$ cat src/rtl/tank_render_scheduler.sv
// tank_render_scheduler
// Arbitrates the shared tank sprite renderer between two tank controllers.
// A granted tank gets an erase at its old position, then a draw at its new
// position, each followed by a wait for the renderer's done pulse, and
// finally a one-cycle ack. Every output is a register.
//
// Ports:
//   iCLOCK_50, iresetn          clock, async active-low reset
//   ireqN, iskip_eraseN         level request / draw-only flag per tank
//   iold_xN/yN, inew_xN/yN      old and new sprite origin per tank
//   idirN                       sprite direction per tank
//   irenderDone                 renderer completion pulse
//   odrawEn, oeraseEn           renderer command enables
//   ox_pos, oy_pos              renderer origin
//   oTankDirectionN             renderer direction selects
//   oTankNEnable                renderer sprite select (one-hot or zero)
//   oackN                       completion pulse per tank
//   obusy                       high whenever not idle
//   oerror                      pulse on wait timeout
module tank_render_scheduler #(
  parameter int unsigned ENABLE_HOLD    = 2,
  parameter int unsigned TIMEOUT_CYCLES = 1023
) (
  input  logic       iCLOCK_50,
  input  logic       iresetn,
  input  logic       ireq1,
  input  logic       ireq2,
  input  logic       iskip_erase1,
  input  logic       iskip_erase2,
  input  logic [8:0] iold_x1,
  input  logic [8:0] iold_x2,
  input  logic [7:0] iold_y1,
  input  logic [7:0] iold_y2,
  input  logic [8:0] inew_x1,
  input  logic [8:0] inew_x2,
  input  logic [7:0] inew_y1,
  input  logic [7:0] inew_y2,
  input  logic [1:0] idir1,
  input  logic [1:0] idir2,
  input  logic       irenderDone,
  output logic       odrawEn,
  output logic       oeraseEn,
  output logic [8:0] ox_pos,
  output logic [7:0] oy_pos,
  output logic [1:0] oTankDirection1,
  output logic [1:0] oTankDirection2,
  output logic       oTank1Enable,
  output logic       oTank2Enable,
  output logic       oack1,
  output logic       oack2,
  output logic       obusy,
  output logic       oerror
);

  localparam int unsigned HoldW = $clog2(ENABLE_HOLD + 1);
  localparam int unsigned TmoW  = $clog2(TIMEOUT_CYCLES + 1);

  typedef enum logic [2:0] {
    StIdle, StEraseReq, StEraseWait, StDrawReq, StDrawWait, StAck
  } state_e;

  state_e            state_q, state_d;
  logic              last2_q, last2_d;   // 1: tank 2 was granted most recently
  logic              svc2_q, svc2_d;     // 1: tank 2 is being serviced
  logic [8:0]        new_x_q, new_x_d;
  logic [7:0]        new_y_q, new_y_d;
  logic [HoldW-1:0]  hold_q, hold_d;
  logic [TmoW-1:0]   tmo_q, tmo_d;
  logic              draw_q, draw_d, erase_q, erase_d;
  logic [8:0]        x_q, x_d;
  logic [7:0]        y_q, y_d;
  logic [1:0]        dir1_q, dir1_d, dir2_q, dir2_d;
  logic              en1_q, en1_d, en2_q, en2_d;
  logic              ack1_q, ack1_d, ack2_q, ack2_d;
  logic              busy_q, busy_d, err_q, err_d;

  logic              pick2, abort;
  logic [8:0]        sel_old_x, sel_new_x;
  logic [7:0]        sel_old_y, sel_new_y;
  logic              sel_skip;

  // Round robin: a tie goes to the tank that was not granted last. Every
  // grant moves last_grant, including one that later times out.
  always_comb begin
    pick2     = (ireq1 && ireq2) ? !last2_q : ireq2;
    sel_old_x = pick2 ? iold_x2 : iold_x1;
    sel_old_y = pick2 ? iold_y2 : iold_y1;
    sel_new_x = pick2 ? inew_x2 : inew_x1;
    sel_new_y = pick2 ? inew_y2 : inew_y1;
    sel_skip  = pick2 ? iskip_erase2 : iskip_erase1;
  end

  always_comb begin
    state_d = state_q;
    last2_d = last2_q;
    svc2_d  = svc2_q;
    new_x_d = new_x_q;
    new_y_d = new_y_q;
    hold_d  = hold_q;
    tmo_d   = tmo_q;
    draw_d  = draw_q;
    erase_d = erase_q;
    x_d     = x_q;
    y_d     = y_q;
    dir1_d  = dir1_q;
    dir2_d  = dir2_q;
    en1_d   = en1_q;
    en2_d   = en2_q;
    ack1_d  = 1'b0;
    ack2_d  = 1'b0;
    err_d   = 1'b0;
    abort   = 1'b0;

    unique case (state_q)
      StIdle: begin
        if (ireq1 || ireq2) begin
          last2_d = pick2;
          svc2_d  = pick2;
          new_x_d = sel_new_x;
          new_y_d = sel_new_y;
          en1_d   = !pick2;
          en2_d   = pick2;
          if (pick2) dir2_d = idir2;
          else       dir1_d = idir1;
          hold_d  = '0;
          // The old position is only needed now, so it goes straight out.
          if (sel_skip) begin
            state_d = StDrawReq;
            draw_d  = 1'b1;
            x_d     = sel_new_x;
            y_d     = sel_new_y;
          end else begin
            state_d = StEraseReq;
            erase_d = 1'b1;
            x_d     = sel_old_x;
            y_d     = sel_old_y;
          end
        end
      end
      StEraseReq: begin
        if (hold_q == HoldW'(ENABLE_HOLD - 1)) begin
          erase_d = 1'b0;
          tmo_d   = '0;
          state_d = StEraseWait;
        end else begin
          hold_d = hold_q + 1'b1;
        end
      end
      StEraseWait: begin
        if (irenderDone) begin
          state_d = StDrawReq;
          draw_d  = 1'b1;
          x_d     = new_x_q;
          y_d     = new_y_q;
          hold_d  = '0;
        end else if (tmo_q == TmoW'(TIMEOUT_CYCLES - 1)) begin
          abort = 1'b1;
        end else begin
          tmo_d = tmo_q + 1'b1;
        end
      end
      StDrawReq: begin
        if (hold_q == HoldW'(ENABLE_HOLD - 1)) begin
          draw_d  = 1'b0;
          tmo_d   = '0;
          state_d = StDrawWait;
        end else begin
          hold_d = hold_q + 1'b1;
        end
      end
      StDrawWait: begin
        if (irenderDone) begin
          state_d = StAck;
          ack1_d  = !svc2_q;
          ack2_d  = svc2_q;
          x_d     = '0;
          y_d     = '0;
          dir1_d  = '0;
          dir2_d  = '0;
          en1_d   = 1'b0;
          en2_d   = 1'b0;
        end else if (tmo_q == TmoW'(TIMEOUT_CYCLES - 1)) begin
          abort = 1'b1;
        end else begin
          tmo_d = tmo_q + 1'b1;
        end
      end
      StAck:   state_d = StIdle;
      default: state_d = StIdle;
    endcase

    if (abort) begin
      state_d = StIdle;
      err_d   = 1'b1;
      draw_d  = 1'b0;
      erase_d = 1'b0;
      x_d     = '0;
      y_d     = '0;
      dir1_d  = '0;
      dir2_d  = '0;
      en1_d   = 1'b0;
      en2_d   = 1'b0;
    end

    busy_d = (state_d != StIdle);
  end

  always_ff @(posedge iCLOCK_50 or negedge iresetn) begin
    if (!iresetn) begin
      state_q <= StIdle;
      last2_q <= 1'b1;
      svc2_q  <= 1'b0;
      new_x_q <= '0;
      new_y_q <= '0;
      hold_q  <= '0;
      tmo_q   <= '0;
      draw_q  <= 1'b0;
      erase_q <= 1'b0;
      x_q     <= '0;
      y_q     <= '0;
      dir1_q  <= '0;
      dir2_q  <= '0;
      en1_q   <= 1'b0;
      en2_q   <= 1'b0;
      ack1_q  <= 1'b0;
      ack2_q  <= 1'b0;
      busy_q  <= 1'b0;
      err_q   <= 1'b0;
    end else begin
      state_q <= state_d;
      last2_q <= last2_d;
      svc2_q  <= svc2_d;
      new_x_q <= new_x_d;
      new_y_q <= new_y_d;
      hold_q  <= hold_d;
      tmo_q   <= tmo_d;
      draw_q  <= draw_d;
      erase_q <= erase_d;
      x_q     <= x_d;
      y_q     <= y_d;
      dir1_q  <= dir1_d;
      dir2_q  <= dir2_d;
      en1_q   <= en1_d;
      en2_q   <= en2_d;
      ack1_q  <= ack1_d;
      ack2_q  <= ack2_d;
      busy_q  <= busy_d;
      err_q   <= err_d;
    end
  end

  assign odrawEn         = draw_q;
  assign oeraseEn        = erase_q;
  assign ox_pos          = x_q;
  assign oy_pos          = y_q;
  assign oTankDirection1 = dir1_q;
  assign oTankDirection2 = dir2_q;
  assign oTank1Enable    = en1_q;
  assign oTank2Enable    = en2_q;
  assign oack1           = ack1_q;
  assign oack2           = ack2_q;
  assign obusy           = busy_q;
  assign oerror          = err_q;

endmodule
$ cat config.mk
export PLATFORM = sky130hd
export DESIGN_NAME = tank_render_scheduler
export DESIGN_NICKNAME = d
export VERILOG_FILES = /design/src/rtl/tank_render_scheduler.sv
export SDC_FILE = /design/constraint.sdc
export NUM_CORES = 1
export LEC_CHECK = 0
export CAP_MARGIN = 0
export CORE_UTILIZATION = 30
export CTS_BUF_LIST = sky130_fd_sc_hd__clkbuf_8
export DETAILED_ROUTE_END_ITERATION = 8
export PLACE_DENSITY = 0.59
export SKIP_LAST_GASP = 1
export SLEW_MARGIN = 20
export SYNTH_ARGS = -nofsm -noshare
export SYNTH_HDL_FRONTEND = slang
export SYNTH_SLANG_ARGS = --single-unit
$ cat constraint.sdc
create_clock -name iCLOCK_50 -period 2.6 [get_ports iCLOCK_50]
set_input_delay 0.52 -clock iCLOCK_50 [delete_from_list [all_inputs] [get_ports iCLOCK_50]]
set_output_delay 0.52 -clock iCLOCK_50 [all_outputs]
set_load 0.005 [all_outputs]
==> key figures <==
Outcome
  – Status: complete, no violations

Finish
  – Area grow syn2layout: 40.4%
  – # diodes: 0
  – Sequential cell area: 0.00158 sq mm
  – Layout cells sized above 1: 0.0864
  – Nets: 586
  – Post-route insts no fill: 656
  – Final Util: 0.432
  – Fill count: 1,179
  – Fin area: 0.00516 sq mm
  – Area occupied by multi-input gates: 0.00195 sq mm

Synthesis
  – Yosys warning count: 0
  – Top post-synthesis cells by count: 77 x nand2_1, 62 x dfrtp_1, 54 x mux2i_1, 31 x a21oi_1, 26 x o21ai_0
  – Sequential-to-total area share from yosys stat: 0.429
  – Ranking of synthesized cells by area: dfrtp_1 42%, mux2i_1 15%, nand2_1 7.9%, a21oi_1 4.2%, o21ai_0 3.5%
  – EDFF count, synth: 0
  – Synth Net Count: 484
  – Yosys reg bits: 63
  – Most common cell in the netlist: nand2_1
  – Synth Flop Type: dfrtp_1
  – Cell area after synthesis: 0.00368 sq mm
  – Leading area contributor after synthesis: dfrtp_1
  – Synth unique cells: 47
  – Mapped Avg Cell Area: 9.14 sq um
  – Cell count after synthesis: 402
  – Post-synthesis async set-or-reset flop share: 1.00
  – Top cell type's share of synthesized area: 0.422

Power and ir drop
  – Static Leakage: 2.25 nW
  – Peak VDD IR: 0.000355 V
  – PD cells: 995 mW/mm^2

Placed design
  – Placed wire-length estimate: 7720 microns
  – Post-Place Cells: 640
  – Final GP Congestion: 0.779
  – Placed cell area: 0.00493 sq mm
  – Port bufs: 107

Detailed routing
  – Drc violations: 0
  – Initial DRT Pass Iterations: 7
  – Iter 0 DRT Violations: 127
  – Vias per cell: 5.28
  – Vias post-DR: 3,461
  – WL/cell: 16.5 microns
  – Final wirelength: 10,800 microns
  – Final ANT Viol Nets: 0

CTS
  – Clock buffer depth: 2
  – # resized after CTS: 0
  – Clock Latency Late Sink: 0.35 ns
  – Root buf cell: clkbuf_8
  – H-tree depth: 3
  – Post-CTS Setup Repair Bufs: 0
  – Hold buffers post-CTS: 0
  – Num CTS Buffers: 9
  – CTS Sinks: 63
  – Clk slew on worst S/H paths: 0.08 ns
  – CTS tree: yes

Critical path
  – Startpoint types: register
  – Worst setup EP type: register
  – Worst R2R Path Depth: 4
  – Peak per-stage delay on the critical path: 0.74 ns
  – FF-to-FF Start: state_q[0]$_DFF_PN0_
  – R2R Path End: tmo_q[8]$_DFFE_PN0P_
  – Worst EP required: 2.82 ns
  – Worst R2R Setup Slack: 0.52 ns
  – Cell Chain, Critical Path: and3b_1 > a21oi_1 > nor4b_2 > mux2i_1
  – Slowest cell on crit path: a21oi_1
  – Critical path arrival: 2.31 ns
  – Critical path type: reg -> reg
  – CP max FO: 14

Timing
  – WHS: 0.176 ns
  – Final setup vio count: 0
  – Max-slew violations: 0
  – Final Hold Fails: 0
  – Min Tclk post-route: 2.08 ns
  – Final Skew: 0.00970 ns
  – Slew headroom: 0.389
  – Setup TNS: 0 ns
  – RSZ-0062 raised after global routing: no
  – Worst-margin pin slew: 0.917 ns
  – Fmax: 480 MHz
  – Final period utilization: 0.802

Global route
  – Initial antenna violation count: 0
  – GRT Util Overall: 0.175
  – Largest net degree at the start of global routing: 31
  – Vias in the first global route: 3,477
  – First-pass GRT wire length: 17,500 microns
  – GR Overflow Total: 0

Die
  – Die X: 113 microns
  – Starting Density: 0.307
  – Die area: 0.0127 sq mm
  – Die H: 113 microns
  – Area of the core: 0.0120 sq mm
  – Ports: 108
  – Row cnt: 40

Flow run
  – Max cap viols: 0

Hold path
  – Path type of the worst min-delay path: in -> async
power by group:
part | switching, mW | internal, mW | total, mW
combinational | 1.28 | 1.16 | 2.44
clock | 0.439 | 0.553 | 0.992
sequential | 0.316 | 1.39 | 1.71
cells in the final DEF (no fill, tap or decap), types with 2 or more instances in the layout:
| cell | instances |
|---|---|
| ha_1 | 3 |
| o22ai_1 | 18 |
| clkbuf_8 | 9 |
| o21bai_1 | 2 |
| or4_1 | 4 |
| o31ai_1 | 4 |
| nand2_1 | 77 |
| o221a_2 | 2 |
| clkinv_4 | 2 |
| nor3b_1 | 2 |
| nand4_1 | 5 |
| nand2b_1 | 8 |
| dfrtp_1 | 62 |
| buf_4 | 14 |
| mux2i_1 | 54 |
| o21ai_0 | 26 |
| inv_6 | 3 |
| a21oi_1 | 31 |
| a32oi_1 | 9 |
| bufinv_16 | 2 |
| o41ai_1 | 2 |
| nor3_1 | 2 |
| nand3_1 | 17 |
| o311ai_0 | 2 |
| buf_12 | 2 |
| o211ai_1 | 2 |
| inv_1 | 3 |
| and4_1 | 5 |
| nor2_1 | 9 |
| clkdlybuf4s50_1 | 106 |
worst max-delay path by stage:
stage / to / start / cells after the start / slack (ns)
final: tmo_q[8]$_DFFE_PN0P_ / state_q[0]$_DFF_PN0_ / 4 / 0.52
after global routing: tmo_q[0]$_DFFE_PN0P_ / state_q[0]$_DFF_PN0_ / 4 / 0.29
after CTS: tmo_q[8]$_DFFE_PN0P_ / state_q[0]$_DFF_PN0_ / 4 / 0.51
after detailed placement: tmo_q[2]$_DFFE_PN0P_ / irenderDone / 5 / 0.22
after global placement: tmo_q[2]$_DFFE_PN0P_ / irenderDone / 5 / 0.24
after floorplan: tmo_q[9]$_DFFE_PN0P_ / tmo_q[0]$_DFFE_PN0P_ / 8 / 0.77
state kept, by name (all words and copies together), names as in the netlist, 2 cells and up:
name	flops
tmo_q	10
new_x_q	9
ox_pos	9
new_y_q	8
oy_pos	8
state_q	3
hold_q	2
oTankDirection1	2
oTankDirection2	2
cell type report:
cell class / instances / share of cell area
repair buffers: 123 / 0.235
multi-input cells: 304 / 0.378
inverters: 3 / 0.00218
clock inverters: 7 / 0.0201
clock buffers: 9 / 0.0240
flip-flops and latches: 63 / 0.306
well taps: 147 / 0.0356
cells by family after synthesis:
| group | count (synthesis) | share of synthesized area |
|---|---|---|
| AND/OR/NAND/NOR | 139 | 0.183 |
| adder cells (fa/ha/maj) | 3 | 0.0102 |
| XOR/XNOR | 1 | 0.00443 |
| buffers and inverters | 35 | 0.0412 |
| multiplexers | 54 | 0.147 |
| AO/OA/AOI/OAI | 107 | 0.185 |
| flip-flops | 63 | 0.429 |
per-layer routing:
metal | wire length, microns | GRT usage | vias up
met5 | 0 | 0 | -
met4 | 138 | 0.0533 | 0
met3 | 745 | 0.0541 | 11
met2 | 5110 | 0.286 | 100
met1 | 4810 | 0.222 | 1678
li1 | - | - | 1672
metrics by stage:
stage | power (mW) | worst slack [ns]
after global routing | 5.53 | 0.289
after global placement | 4.12 | 0.241
after CTS | 5.18 | 0.511
after floorplan | 3.11 | 0.768
final | 5.14 | 0.515
after detailed placement | 4.18 | 0.224
worst max-delay path: cells and delay by family, from the launching register on:
family | cells | cell delay (ns)
muxes | 1 | 0.17
and+or+nand+nor | 2 | 0.52
AOI/OAI and AO/OA | 1 | 0.74
DFF | 1 | 0.54
Power figures use the tool's default switching activity.
